`src/rtl/cache_pkg.sv`:
```
// Types and constants shared by the line buffer and its byte banks.
package cache_pkg;

  localparam int BYTE_W = 8;

  typedef enum logic [1:0] {
    IDLE  = 2'd0,
    FILL  = 2'd1,
    EVICT = 2'd2
  } state_t;

  // Beat counter needs at least one bit even when a line is a single beat.
  function automatic int cnt_width(input int beats);
    return (beats > 1) ? $clog2(beats) : 1;
  endfunction

endpackage

```
`src/rtl/line_byte_bank.sv`:
```
// One byte of line storage with async active-low reset and write enable.
// With DATA_LINE_PARITY_EN defined it also keeps an even-parity bit per byte.
module line_byte_bank
  import cache_pkg::*;
#(
  parameter logic [BYTE_W-1:0] INIT_VAL = '0
) (
  input  logic              clk,
  input  logic              reset,
  input  logic              we,
  input  logic [BYTE_W-1:0] d,
  output logic [BYTE_W-1:0] q
`ifdef DATA_LINE_PARITY_EN
  ,
  input  logic              par_flip,
  output logic              par_err
`endif
);

  logic [BYTE_W-1:0] byte_reg;

  always_ff @(posedge clk or negedge reset) begin
    if (!reset) begin
      byte_reg <= INIT_VAL;
    end else if (we) begin
      byte_reg <= d;
    end
  end

  assign q = byte_reg;

`ifdef DATA_LINE_PARITY_EN
  logic par_reg;

  always_ff @(posedge clk or negedge reset) begin
    if (!reset) begin
      par_reg <= ^INIT_VAL;
    end else if (we) begin
      par_reg <= ^d;
    end
  end

  // par_flip inverts the stored parity as seen by the checker.
  assign par_err = (^byte_reg) ^ par_reg ^ par_flip;
`endif

endmodule

```
`src/rtl/data_line_buffer.sv`:
```
// Single cache line store: masked CPU writes, dirty tracking, multi-beat refill/evict.
// Optional byte parity checking on eviction is enabled by defining DATA_LINE_PARITY_EN.
module data_line_buffer
  import cache_pkg::*;
#(
  parameter int          LINE_BYTES = 16,
  parameter int          BEAT_BYTES = 4,
  parameter logic [7:0]  INIT_VAL   = 8'h00
) (
  input  logic                         clk,
  input  logic                         reset,
  input  logic                         wr_en,
  input  logic [LINE_BYTES-1:0]        wr_mask,
  input  logic [LINE_BYTES*8-1:0]      wr_data,
  output logic [LINE_BYTES*8-1:0]      rd_data,
  input  logic                         fill_start,
  input  logic                         fill_valid,
  output logic                         fill_ready,
  input  logic [BEAT_BYTES*8-1:0]      fill_data,
  output logic                         fill_done,
  input  logic                         evict_start,
  output logic                         evict_valid,
  input  logic                         evict_ready,
  output logic [BEAT_BYTES*8-1:0]      evict_data,
  output logic                         evict_last,
  output logic                         busy,
  output logic                         dirty,
  output logic [LINE_BYTES-1:0]        dirty_mask,
  output logic                         parity_err
);

  localparam int NUM_BEATS = LINE_BYTES / BEAT_BYTES;
  localparam int CNT_W     = cnt_width(NUM_BEATS);
  localparam int BEAT_W    = BEAT_BYTES * BYTE_W;
  localparam logic [CNT_W-1:0] LAST_CNT = CNT_W'(NUM_BEATS - 1);

  state_t                  state_reg, state_next;
  logic [CNT_W-1:0]        cnt_reg, cnt_next;
  logic                    fill_done_reg;
  logic [LINE_BYTES-1:0]   dirty_mask_reg;

  logic                    fill_hs;
  logic                    evict_hs;
  logic                    beat_last;
  logic                    cpu_wr;
  logic                    op_done;
  logic [LINE_BYTES-1:0]   byte_we;
  logic [NUM_BEATS-1:0][BEAT_W-1:0] beats;

  assign fill_hs   = (state_reg == FILL) && fill_valid;
  assign evict_hs  = (state_reg == EVICT) && evict_ready;
  assign beat_last = (cnt_reg == LAST_CNT);
  assign cpu_wr    = (state_reg == IDLE) && wr_en;
  assign op_done   = (fill_hs || evict_hs) && beat_last;

`ifdef DATA_LINE_PARITY_EN
  logic [LINE_BYTES-1:0] byte_perr;
  logic                  parity_flip_byte0;

  // Held low in hardware; a bench may force it to corrupt byte 0 parity.
  assign parity_flip_byte0 = 1'b0;
`endif

  // Refill beats land on the byte lanes selected by the beat counter;
  // CPU writes can only happen in IDLE, so the two sources never collide.
  generate
    for (genvar gi = 0; gi < LINE_BYTES; gi++) begin : gen_byte
      localparam int BEAT_IDX = gi / BEAT_BYTES;
      localparam int LANE     = gi % BEAT_BYTES;
      logic [BYTE_W-1:0] byte_d;

      assign byte_we[gi] = (cpu_wr && wr_mask[gi]) ||
                           (fill_hs && (cnt_reg == CNT_W'(BEAT_IDX)));
      assign byte_d = (state_reg == FILL) ? fill_data[LANE*BYTE_W +: BYTE_W]
                                          : wr_data[gi*BYTE_W +: BYTE_W];

      line_byte_bank #(
        .INIT_VAL (INIT_VAL)
      ) u_bank (
        .clk      (clk),
        .reset    (reset),
        .we       (byte_we[gi]),
        .d        (byte_d),
        .q        (rd_data[gi*BYTE_W +: BYTE_W])
`ifdef DATA_LINE_PARITY_EN
        ,
        .par_flip ((gi == 0) ? parity_flip_byte0 : 1'b0),
        .par_err  (byte_perr[gi])
`endif
      );
    end
  endgenerate

  assign beats      = rd_data;
  assign evict_data = beats[cnt_reg];

  always_ff @(posedge clk or negedge reset) begin
    if (!reset) begin
      state_reg      <= IDLE;
      cnt_reg        <= '0;
      fill_done_reg  <= 1'b0;
      dirty_mask_reg <= '0;
    end else begin
      state_reg     <= state_next;
      cnt_reg       <= cnt_next;
      fill_done_reg <= fill_hs && beat_last;
      if (op_done) begin
        dirty_mask_reg <= '0;
      end else if (cpu_wr) begin
        dirty_mask_reg <= dirty_mask_reg | wr_mask;
      end
    end
  end

  always_comb begin
    state_next = state_reg;
    cnt_next   = cnt_reg;
    case (state_reg)
      IDLE: begin
        if (evict_start) begin
          state_next = EVICT;
        end else if (fill_start) begin
          state_next = FILL;
        end
      end
      FILL, EVICT: begin
        if (fill_hs || evict_hs) begin
          if (beat_last) begin
            state_next = IDLE;
            cnt_next   = '0;
          end else begin
            cnt_next = cnt_reg + CNT_W'(1);
          end
        end
      end
      default: begin
        state_next = IDLE;
        cnt_next   = '0;
      end
    endcase
  end

  always_comb begin
    fill_ready  = (state_reg == FILL);
    evict_valid = (state_reg == EVICT);
    evict_last  = (state_reg == EVICT) && beat_last;
    busy        = (state_reg != IDLE);
  end

  assign fill_done  = fill_done_reg;
  assign dirty_mask = dirty_mask_reg;
  assign dirty      = |dirty_mask_reg;

`ifdef DATA_LINE_PARITY_EN
  logic [NUM_BEATS-1:0][BEAT_BYTES-1:0] beat_perr;
  logic                                 parity_err_reg;

  assign beat_perr = byte_perr;

  always_ff @(posedge clk or negedge reset) begin
    if (!reset) begin
      parity_err_reg <= 1'b0;
    end else if (evict_hs && (|beat_perr[cnt_reg])) begin
      parity_err_reg <= 1'b1;
    end
  end

  assign parity_err = parity_err_reg;
`else
  assign parity_err = 1'b0;
`endif

endmodule
```
`config.mk`:
```
export PLATFORM = sky130hd
export DESIGN_NAME = data_line_buffer
export DESIGN_NICKNAME = d
export VERILOG_FILES = /design/src/rtl/cache_pkg.sv /design/src/rtl/line_byte_bank.sv /design/src/rtl/data_line_buffer.sv
export SDC_FILE = /design/constraint.sdc
export NUM_CORES = 1
export LEC_CHECK = 0
export CAP_MARGIN = 20
export CELL_PAD_IN_SITES_DETAIL_PLACEMENT = 1
export CELL_PAD_IN_SITES_GLOBAL_PLACEMENT = 2
export CORE_MARGIN = 8
export CORE_UTILIZATION = 25
export CTS_BUF_LIST = sky130_fd_sc_hd__clkbuf_16
export CTS_CLUSTER_DIAMETER = 60
export DETAILED_ROUTE_END_ITERATION = 6
export GPL_TIMING_DRIVEN = 0
export HOLD_SLACK_MARGIN = 0.15
export PLACE_DENSITY_LB_ADDON = 0.1
export SLEW_MARGIN = 20
export SYNTH_ARGS = -nofsm -noshare
export SYNTH_HDL_FRONTEND = slang
export SYNTH_SLANG_ARGS = --single-unit
export TNS_END_PERCENT = 1
```
`constraint.sdc`:
```
create_clock -name clk -period 2.2 [get_ports clk]
set_clock_uncertainty 0.1 [all_clocks]
set_input_delay 0.33 -clock clk [delete_from_list [all_inputs] [get_ports clk]]
set_output_delay 0.33 -clock clk [all_outputs]
set_load 0.01 [all_outputs]
```
==> impl_metrics.tcl <==
set metrics [dict create \
    arrival_ns 1.90 \
    gp_congestion 0.7863 \
    vias 7162 \
    crit_slowest_cell "mux4_2" \
    setup_slack_ns -0.1261 \
    synth_top_cell_area_share_pct 47.00 \
    grt_pass1_vias 8013 \
    hp-class "in2async" \
    fin_cells 1549 \
    pin_count 366 \
    synth_top_area_cell "dfrtp_1" \
    period_needed_ns 2.326 \
    yosys_warnings 0 \
    tns_ns -2.717 \
    dp_slack_ns -0.6370 \
    cts_buffers 17 \
    r2r-end "gen_byte[14].u_bank.q[6]" \
    crit_path_cell_trace "buf_12 -> buf_12 -> buf_16 -> mux4_2 -> buf_6" \
    placed_cells 1505 \
    numPortBuffers 363 \
    slew_violations 0 \
    irDropWorstVdd_mv 0.5224 \
    hold_viol 0 \
    syn_nets 929 \
    synth.avg_cell_area_um2 10.73 \
    synth_seq_cells 149 \
    violations "setup timing" \
    synth_commonest_cells "dfrtp_1, inv_1, mux2_2, o21ai_0, nand2_1" \
    cts_tree "done" \
    setup_viol_count_final 38 \
    maxCapViolCount 0 \
    die_x_um 194.1 \
    layout-drive-gt1-share_pct 25.61 \
    syn_area_um2 7933 \
    placementRows 65 \
    yosysMostFrequentCell "dfrtp_1" \
    drt-wirelength-per-cell_um 24.48 \
    area_delta_synth_final_pct 63.08 \
    r2r_slack_ns -0.05 \
    p_per_area_nw_per_um2 1410 \
    wl_um 37920 \
    cp_common_cell "buf_12" \
    r2r_cells 6 \
    slowest_delay_ns 0.51 \
    grt_pass1_wl_um 55810 \
    cellLeakagePower_nw 5.625 \
    firstDrtPassIters 6 \
    design_area_um2 12940 \
    synth_edf_count 0 \
    clock_path_buffers 2 \
    cts_num_sinks 149 \
    worstPathMaxFanout 7 \
    design.die.area_um2 37690 \
    rsz0062_at_grt "true" \
    outcome "finished with violations" \
    synth_ff_type "dfrtp_1" \
    crit_type "reg2out" \
    ys_async_sr_fraction_pct 100.0 \
    path_clk_slew_ns 0.07 \
    grt_antenna_before_repair 4 \
    hpwl_um 28780 \
    critPathLaunchType "flip-flop" \
    cts_max_level 4 \
    core_area_um2 31390 \
    gr-total-overflow 0 \
    utilization_pct 41.21 \
    initial_core_util_pct 25.27 \
    cts-root-buf "clkbuf_16" \
    r2r-start "state_reg[1]" \
    end_kind "output port" \
    first_iter_violations 232 \
    worstSkewPairLatency_ns 0.43 \
    largest_reg_flops 128 \
    maxSlewHeadroom_pct 59.31 \
    grt_max_degree 83 \
    seq_area_frac_synth_pct 47.00 \
    postRouteAntennaNets 0 \
    fmax_mhz 429.9 \
    grt.total_usage_pct 19.88 \
    tightest_slew_ns 0.6103 \
    placed_cell_area_um2 12100 \
    nNetsFinal 1321 \
    viasPerCell 4.624 \
    drc 0 \
    worstPathRequired_ns 1.77 \
    synthTopCellsByArea "dfrtp_1, mux2_2, mux4_2" \
    netlist_instances 739 \
    die_h_um 194.1 \
    ys_types 29 \
    period_share_pct 105.7 \
]
==> per-stage QoR <==
stage | hold slack, ns | power [mW]
after detailed placement | 0.2441 | 15.55
after floorplan | -0.06559 | 9.421
final | 0.3442 | 18.24
after CTS | 0.3712 | 18.37
after global routing | 0.3863 | 19.30
after global placement | 0.4129 | 15.42
==> worst max path at each step <==
| stage | start | end | slack, ns |
|---|---|---|---|
| 5_1_grt | cnt_reg[0] | evict_data[17] | -0.19 |
| 3_5_place_dp | cnt_reg[1] | evict_data[14] | -0.64 |
| 3_3_place_gp | reset | dirty_mask[12] | -6.37 |
| 6_report | cnt_reg[0] | evict_data[14] | -0.13 |
| 2_1_floorplan | cnt_reg[0] | gen_byte[0].u_bank.q[0] | 0.31 |
| 4_1_cts | cnt_reg[0] | evict_data[17] | -0.17 |
==> area by class of cell <==
type,count,area [µm²]
fill,3501,18460
sequential,149,3729
timing repair buffer,373,3701
multi-input combinational,420,3652
inverter,135,506.7
tap,402,503.0
clock buffer,17,425.4
buffer,35,304.0
clock inverter,15,107.6
antenna,3,7.507
==> cell usage in the layout (no fill, tap or decap), types with 3 or more instances in the layout <==
master and count:
buf_6 16, inv_6 4, buf_2 28, clkbuf_16 17, a21oi_1 17, nor2_1 17, buf_12 6, o21ai_0 128
buf_16 3, nand4_1 3, nand3_2 4, nand2_4 15, mux4_2 32, dfrtp_1 149, clkbuf_2 13, clkbuf_8 3
inv_1 136, clkdlybuf4s50_1 325, clkinvlp_4 7, mux2_2 128, dlygate4sd2_1 3, diode_2 3, nand3_1 17, buf_4 6
ha_1 5, nand2_1 34
==> layer usage <==
metal,up-vias,share of wire (%),track usage (%),wire length (µm)
li1,3306,-,-,-
met1,3601,43,24.25,16240
met2,220,49,33.64,18590
met3,33,6.5,6.213,2466
met4,2,1.6,5.092,622
met5,-,0.034,0,13
==> power breakdown <==
part | total [mW] | leakage (nW) | internal, mW | switching [mW]
Clock | 2.79 | 0.245 | 1.45 | 1.34
Combinational | 10.4 | 3.64 | 5.62 | 4.75
Sequential | 5.08 | 1.74 | 4.04 | 1.04
Total | 18.2 | 5.63 | 11.1 | 7.14
==> kinds of logic (layout without fill, tap and decap cells) <==
kind of cell | count (synthesis) | in the layout | synth area share (%)
buffers and inverters | 170 | 575 | 8.659
multiplexers | 160 | 160 | 27.26
AO/OA/AOI/OAI | 152 | 152 | 9.921
flip-flops | 149 | 149 | 47.00
AND/OR/NAND/NOR | 100 | 100 | 6.009
adder cells (fa/ha/maj) | 7 | 7 | 1.104
other | 1 | 4 | 0.04727
==> critical path: cells and delay by family, from the launching register on <==
| kind | cells | cell delay (ns) |
|---|---|---|
| buffers and inverters | 4 | 0.55 |
| flip-flops | 1 | 0.39 |
| multiplexers | 1 | 0.51 |
==> what timing repair did <==
action | CTS | global route
setup endpoints to repair | 161 | 158
cloned | 1 | 0
hold endpoints to repair | 67 | 0
buffers inserted | 4 | 3
hold buffers | 1 | 0
gates resized for setup | 190 | 25
No activity file was read; power rests on OpenSTA's default activity.
